[config.mk]
export PLATFORM = sky130hd
export DESIGN_NAME = u765_sd_arbiter
export DESIGN_NICKNAME = d
export VERILOG_FILES = /design/src/rtl/u765_sd_pkg.sv /design/src/rtl/u765_sd_rr_pick.sv /design/src/rtl/u765_sd_arbiter.sv
export SDC_FILE = /design/constraint.sdc
export NUM_CORES = 1
export LEC_CHECK = 0
export BUFFER_PORTS_ARGS = -buffer_cell sky130_fd_sc_hd__buf_2
export CAP_MARGIN = 5
export CORE_AREA = 2 2 89 91
export CTS_CLUSTER_SIZE = 25
export DETAILED_ROUTE_END_ITERATION = 8
export DIE_AREA = 0 0 91 93
export PLACE_DENSITY = 0.64
export SETUP_SLACK_MARGIN = 0.2
export SYNTH_ARGS = -nofsm -noshare
export SYNTH_HDL_FRONTEND = slang
export SYNTH_SLANG_ARGS = --single-unit
[constraint.sdc]
create_clock -name clk_sys -period 2.2 [get_ports clk_sys]
set_input_delay 0 -clock clk_sys [delete_from_list [all_inputs] [get_ports clk_sys]]
set_output_delay 0 -clock clk_sys [all_outputs]
set_load 0.05 [all_outputs]
[src/rtl/u765_sd_pkg.sv]
// rtl/u765_sd_pkg.sv - shared types and constants for the u765 SD arbiter
// Contents:
//   arb_state_t      arbiter FSM states (IDLE, ISSUE, XFER, GAP)
//   NUM_RQ           number of requester ports
//   DEFAULT_TIMEOUT  default sd_ack rise timeout in clk_sys cycles
package u765_sd_pkg;

    typedef enum logic [1:0] {
        IDLE  = 2'd0,
        ISSUE = 2'd1,
        XFER  = 2'd2,
        GAP   = 2'd3
    } arb_state_t;

    localparam int NUM_RQ = 2;

    localparam logic [23:0] DEFAULT_TIMEOUT = 24'd10000000;

endpackage

[src/rtl/u765_sd_rr_pick.sv]
// rtl/u765_sd_rr_pick.sv - combinational two-way round-robin picker
// Ports:
//   req          per-port request flags
//   last         port that won the previous grant
//   grant_valid  at least one port is requesting
//   winner       selected port (the port that is not last on a tie)
module u765_sd_rr_pick
    import u765_sd_pkg::*;
(
    input  logic [NUM_RQ-1:0] req,
    input  logic              last,
    output logic              grant_valid,
    output logic              winner
);

    always_comb begin
        grant_valid = |req;
        // On a tie the port that did not win last time goes next;
        // otherwise the only requester wins (port 0 if none).
        winner      = (&req) ? ~last : req[1];
    end

endmodule

[src/rtl/u765_sd_arbiter.sv]
// rtl/u765_sd_arbiter.sv - shares the host SD block interface between two sector requesters
// Optional feature macro: U765_SD_TIMEOUT_EN (abort ISSUE when sd_ack never rises)
// Ports:
//   clk_sys, reset                     clock and synchronous active-high reset
//   rq0_* / rq1_*                      requester ports (lba, rd, wr, ack, buff_wr, buff_din)
//   sd_lba, sd_rd, sd_wr, sd_buff_din  granted request towards the host
//   sd_ack, sd_buff_wr                 host handshake, routed back to the owner
//   busy, owner                        transaction in progress, current or last owner
//   timeout_err                        one-cycle pulse on an aborted ISSUE
module u765_sd_arbiter
    import u765_sd_pkg::*;
#(
    parameter int          LBA_W   = 32,
    parameter logic [23:0] TIMEOUT = DEFAULT_TIMEOUT
) (
    input  logic             clk_sys,
    input  logic             reset,

    input  logic [LBA_W-1:0] rq0_lba,
    input  logic [1:0]       rq0_rd,
    input  logic [1:0]       rq0_wr,
    output logic             rq0_ack,
    output logic             rq0_buff_wr,
    input  logic [7:0]       rq0_buff_din,

    input  logic [LBA_W-1:0] rq1_lba,
    input  logic [1:0]       rq1_rd,
    input  logic [1:0]       rq1_wr,
    output logic             rq1_ack,
    output logic             rq1_buff_wr,
    input  logic [7:0]       rq1_buff_din,

    output logic [LBA_W-1:0] sd_lba,
    output logic [1:0]       sd_rd,
    output logic [1:0]       sd_wr,
    input  logic             sd_ack,
    input  logic             sd_buff_wr,
    output logic [7:0]       sd_buff_din,

    output logic             busy,
    output logic             owner,
    output logic             timeout_err
);

    arb_state_t       state, state_n;
    logic [LBA_W-1:0] lba_n;
    logic [1:0]       rd_n, wr_n;
    logic             busy_n, owner_n, last, last_n;

    logic [1:0]       req;
    logic             grant_valid, winner;
    logic [1:0]       win_rd, win_wr;
    logic             routed;

`ifdef U765_SD_TIMEOUT_EN
    localparam int CNT_W = $clog2(TIMEOUT + 1);
    logic [CNT_W-1:0] cnt, cnt_n;
    logic             tmo_n;
`else
    logic unused_timeout;
    assign unused_timeout = ^TIMEOUT;
    assign timeout_err    = 1'b0;
`endif

    assign req = {(|rq1_rd) | (|rq1_wr), (|rq0_rd) | (|rq0_wr)};

    u765_sd_rr_pick u_pick (
        .req         (req),
        .last        (last),
        .grant_valid (grant_valid),
        .winner      (winner)
    );

    assign win_rd = winner ? rq1_rd : rq0_rd;
    assign win_wr = winner ? rq1_wr : rq0_wr;

    always_comb begin
        state_n = state;
        lba_n   = sd_lba;
        rd_n    = sd_rd;
        wr_n    = sd_wr;
        busy_n  = busy;
        owner_n = owner;
        last_n  = last;
`ifdef U765_SD_TIMEOUT_EN
        cnt_n   = cnt;
        tmo_n   = 1'b0;
`endif
        case (state)
            IDLE: begin
                // Waiting for sd_ack low keeps a host ack left over from a
                // reset mid-transfer from being mistaken for a new one.
                if (!sd_ack && grant_valid) begin
                    owner_n = winner;
                    last_n  = winner;
                    busy_n  = 1'b1;
                    lba_n   = winner ? rq1_lba : rq0_lba;
                    if (|win_rd) begin
                        rd_n = win_rd;
                        wr_n = 2'b00;
                    end else begin
                        rd_n = 2'b00;
                        wr_n = win_wr;
                    end
`ifdef U765_SD_TIMEOUT_EN
                    cnt_n = '0;
`endif
                    state_n = ISSUE;
                end
            end
            ISSUE: begin
                if (sd_ack) begin
                    rd_n    = 2'b00;
                    wr_n    = 2'b00;
                    state_n = XFER;
                end
`ifdef U765_SD_TIMEOUT_EN
                // Abort on the edge where the counter would reach TIMEOUT,
                // i.e. after TIMEOUT cycles spent in ISSUE.
                else if (cnt == CNT_W'(TIMEOUT - 24'd1)) begin
                    rd_n    = 2'b00;
                    wr_n    = 2'b00;
                    tmo_n   = 1'b1;
                    state_n = GAP;
                end else begin
                    cnt_n = cnt + 1'b1;
                end
`endif
            end
            XFER: begin
                if (!sd_ack) begin
                    state_n = GAP;
                end
            end
            GAP: begin
                busy_n  = 1'b0;
                state_n = IDLE;
            end
            default: state_n = IDLE;
        endcase
    end

    always_ff @(posedge clk_sys) begin
        if (reset) begin
            state  <= IDLE;
            sd_lba <= '0;
            sd_rd  <= 2'b00;
            sd_wr  <= 2'b00;
            busy   <= 1'b0;
            owner  <= 1'b0;
            last   <= 1'b1;
`ifdef U765_SD_TIMEOUT_EN
            cnt         <= '0;
            timeout_err <= 1'b0;
`endif
        end else begin
            state  <= state_n;
            sd_lba <= lba_n;
            sd_rd  <= rd_n;
            sd_wr  <= wr_n;
            busy   <= busy_n;
            owner  <= owner_n;
            last   <= last_n;
`ifdef U765_SD_TIMEOUT_EN
            cnt         <= cnt_n;
            timeout_err <= tmo_n;
`endif
        end
    end

    // Host handshake reaches only the owner, and only while its
    // transaction is live.
    assign routed      = (state == ISSUE) || (state == XFER);
    assign rq0_ack     = routed && !owner && sd_ack;
    assign rq1_ack     = routed &&  owner && sd_ack;
    assign rq0_buff_wr = routed && !owner && sd_buff_wr;
    assign rq1_buff_wr = routed &&  owner && sd_buff_wr;
    assign sd_buff_din = (routed && owner) ? rq1_buff_din : rq0_buff_din;

endmodule

==> flow_summary_export.csv <==
group,metric,value,unit
floorplan,core_area,7530,sq um
yosys,yosys-top-cells-area,"dfxtp_1 (37%), a311oi_1 (13%), nand3_1 (7.7%), nand2_1 (6.1%), nor2_1 (6.1%)",
yosys,synth_edf_count,0,
floorplan,start_util,29.4,%
sta,max_freq,559,MHz
grt,grtUsageTotal,17.5,%
clock_network,clockBufferDepth,2,
floorplan,die_h,93,um
sta,finalSetupViolations,0,
clock_network,h-tree-depth,2,
sta,period_share,81.3,%
drt,viasPerCell,5.08,
sta,rsz0062_at_grt,"no",
critical_path,end_kind,"register",
power,ir_drop,0.000624,V
critical_path,path_class,"reg -> reg",
floorplan,num_rows,32,
yosys,synth_area_per_cell,8.42,sq um
drt,final_antenna_net_count,0,
critical_path,path_max_fanout,6,
drt,wl_met2,4310,um
yosys,yosys_warnings,0,
status,status,"finished clean",
sta,tns,0,ps
drt,drt_iter0_drc,128,
yosys,syn_area,2210,sq um
drt,first_pass_iters,5,
critical_path,crit_arrival,1970,ps
yosys,synth_top_area_share,37.1,%
grt,antenna_found_initial,0,
layout,nets,551,
layout,drive_above_1_share,37.7,%
yosys,synth_cell_types,41,
sta,tightestPinTransition,857,ps
yosys,synth-seq-cells,41,
sta,final.setup_skew,2.18,ps
drt,drc,0,
clock_network,clock_latency,290,ps
place,dp.final_hpwl,4670,um
critical_path,crit_required,2380,ps
drt,wl_met1,3310,um
sta,postLayoutSetupSlackWorst,411,ps
place,port_buffers,141,
floorplan,ioPinCount,143,
critical_path,reg2regPathDepth,6,
sta,relSlewSlack,42.9,%
layout,syn_to_final_growth,68.0,%
clock_network,cts_buffers,5,
job,max_cap_violations,0,
yosys,async_flop_share,0,%
place,place.gp.congestion,0.728,
power,power.leakage,1.74,nW
yosys,yosysMostFrequentCell,"dfxtp_1",
yosys,ys_seq_area_share,37.1,%
yosys,netlist.top_cell.by_area,"dfxtp_1",
clock_network,root_buffer,"clkbuf_8",
place,post-place-ws,349,ps
sta,layout_min_cycle_time,1790,ps
layout,n_fill_cell,735,
clock_network,clock_sinks,41,
clock_network,path_clk_slew,80,ps
grt,grt_pass1_vias,2625,
yosys,synth.net_count,359,
grt,grt_max_degree,67,
hold_path,worstHoldPathCells,3,
grt,grt_pass1_wl,12200,um
sta,finalMaxSlewViolations,0,
floorplan,die_area,8460,sq um
power,powerDensity,1100,nW/um^2
sta,hold_viol_final,0,
drt,route.top_layer_used,"met4",
yosys,syn_inst,263,
critical_path,start_kind,"register",
layout,diodes,0,
drt,wirelength,8230,um
drt,wl_met3,553,um
yosys,yosys-top-cells-count,"dfxtp_1 (41), nand2_1 (36), nor2_1 (36)",
grt,gr-total-overflow,0,
clock_network,cts_tree,"yes",
drt,vias,2836,
drt,wl_per_cell,14.8,um
floorplan,fp.dieW,91,um
yosys,synth_top_flop_cell,"dfxtp_1",
hold_path,hold_class,"in -> reg",
## report_power, final
group / internal [mW] / switching, mW
Combinational: 0.761 / 1.67
Sequential: 0.976 / 0.131
Clock: 0.284 / 0.256
Total: 2.02 / 2.06
## cells in the final DEF (no fill, tap or decap), types with 2 or more instances in the layout
| cell | instances |
|---|---|
| clkbuf_8 | 7 |
| inv_1 | 3 |
| buf_2 | 141 |
| nor2b_1 | 4 |
| a21oi_1 | 5 |
| buf_4 | 3 |
| dlygate4sd3_1 | 64 |
| nor2_1 | 36 |
| ha_1 | 3 |
| a22o_1 | 2 |
| nand2b_1 | 4 |
| nand2_4 | 2 |
| nor4_2 | 2 |
| nand2_1 | 35 |
| mux2_2 | 9 |
| a311oi_1 | 33 |
| and3_1 | 2 |
| and3b_1 | 2 |
| dfxtp_1 | 41 |
| a32o_1 | 2 |
| nand3_1 | 34 |
## state kept, by name (all words and copies together) (netlist names)
signal  cells
busy        1
last        1
owner       1
sd_lba     32
sd_rd       2
sd_wr       2
state       2
## worst paths after layout
kind	from	endpoint	slack, ps
hold reg to reg	busy	busy	480
hold / removal	sd_ack	state[0]	120
setup reg to reg	state[0]	sd_wr[1]	410
setup / recovery	state[0]	sd_wr[1]	410
## final cells by class
class                      instances  area (sq um)  area share [%]
timing repair buffer             210          1410            38.0
tap                              102           128            3.43
multi-input combinational        194          1240            33.5
inverter                           3          11.3           0.303
clock inverter                     1          5.00           0.135
clock buffer                       7          96.3            2.59
sequential                        41           821            22.1
## metrics by stage
stage,hold WS [ps],std cells,total power [mW],cell area [sq um],utilization [%]
6_report,117,558,4.08,3720,49.4
5_1_grt,125,558,4.32,3720,49.4
4_1_cts,109,556,4.01,3680,48.9
3_5_place_dp,275,484,3.36,2940,39.0
3_3_place_gp,269,484,3.33,2940,39.0
2_1_floorplan,162,263,2.89,2210,-
## kinds of logic (layout without fill, tap and decap cells)
| group | count (synthesis) | count (layout) | share of synthesized area, % |
|---|---|---|---|
| buffers and inverters | 28 | 221 | 7.51 |
| adder cells (fa/ha/maj) | 4 | 4 | 2.26 |
| flip-flops | 41 | 41 | 37.1 |
| multiplexers | 10 | 10 | 5.03 |
| AO/OA/AOI/OAI | 55 | 55 | 21.7 |
| AND/OR/NAND/NOR | 124 | 124 | 26.3 |
| other | 1 | 1 | 0.169 |
## timing repair
item / in CTS / in global routing
endpoints found under the hold margin: 32 / 0
resized for setup: 1 / 2
setup endpoints to repair: 8 / 34
hold buffers: 64 / 0
pin swaps: 0 / 0
buffers inserted: 0 / 1
cloned: 0 / 1
## metal layers
| metal | vias up | track usage (%) |
|---|---|---|
| met2 | 142 | 34.4 |
| li1 | 1347 | - |
| met5 | - | 0 |
| met4 | 0 | 3.66 |
| met3 | 7 | 3.55 |
| met1 | 1340 | 19.4 |
## critical path: stages (launching register included)
cell and delay [ps]:
dfxtp_1 370, inv_1 80, ha_2 220, nor2b_1 150
a21boi_4 160, a2bb2oi_1 320, mux2_2 380
(Power assumes the default switching activity.)
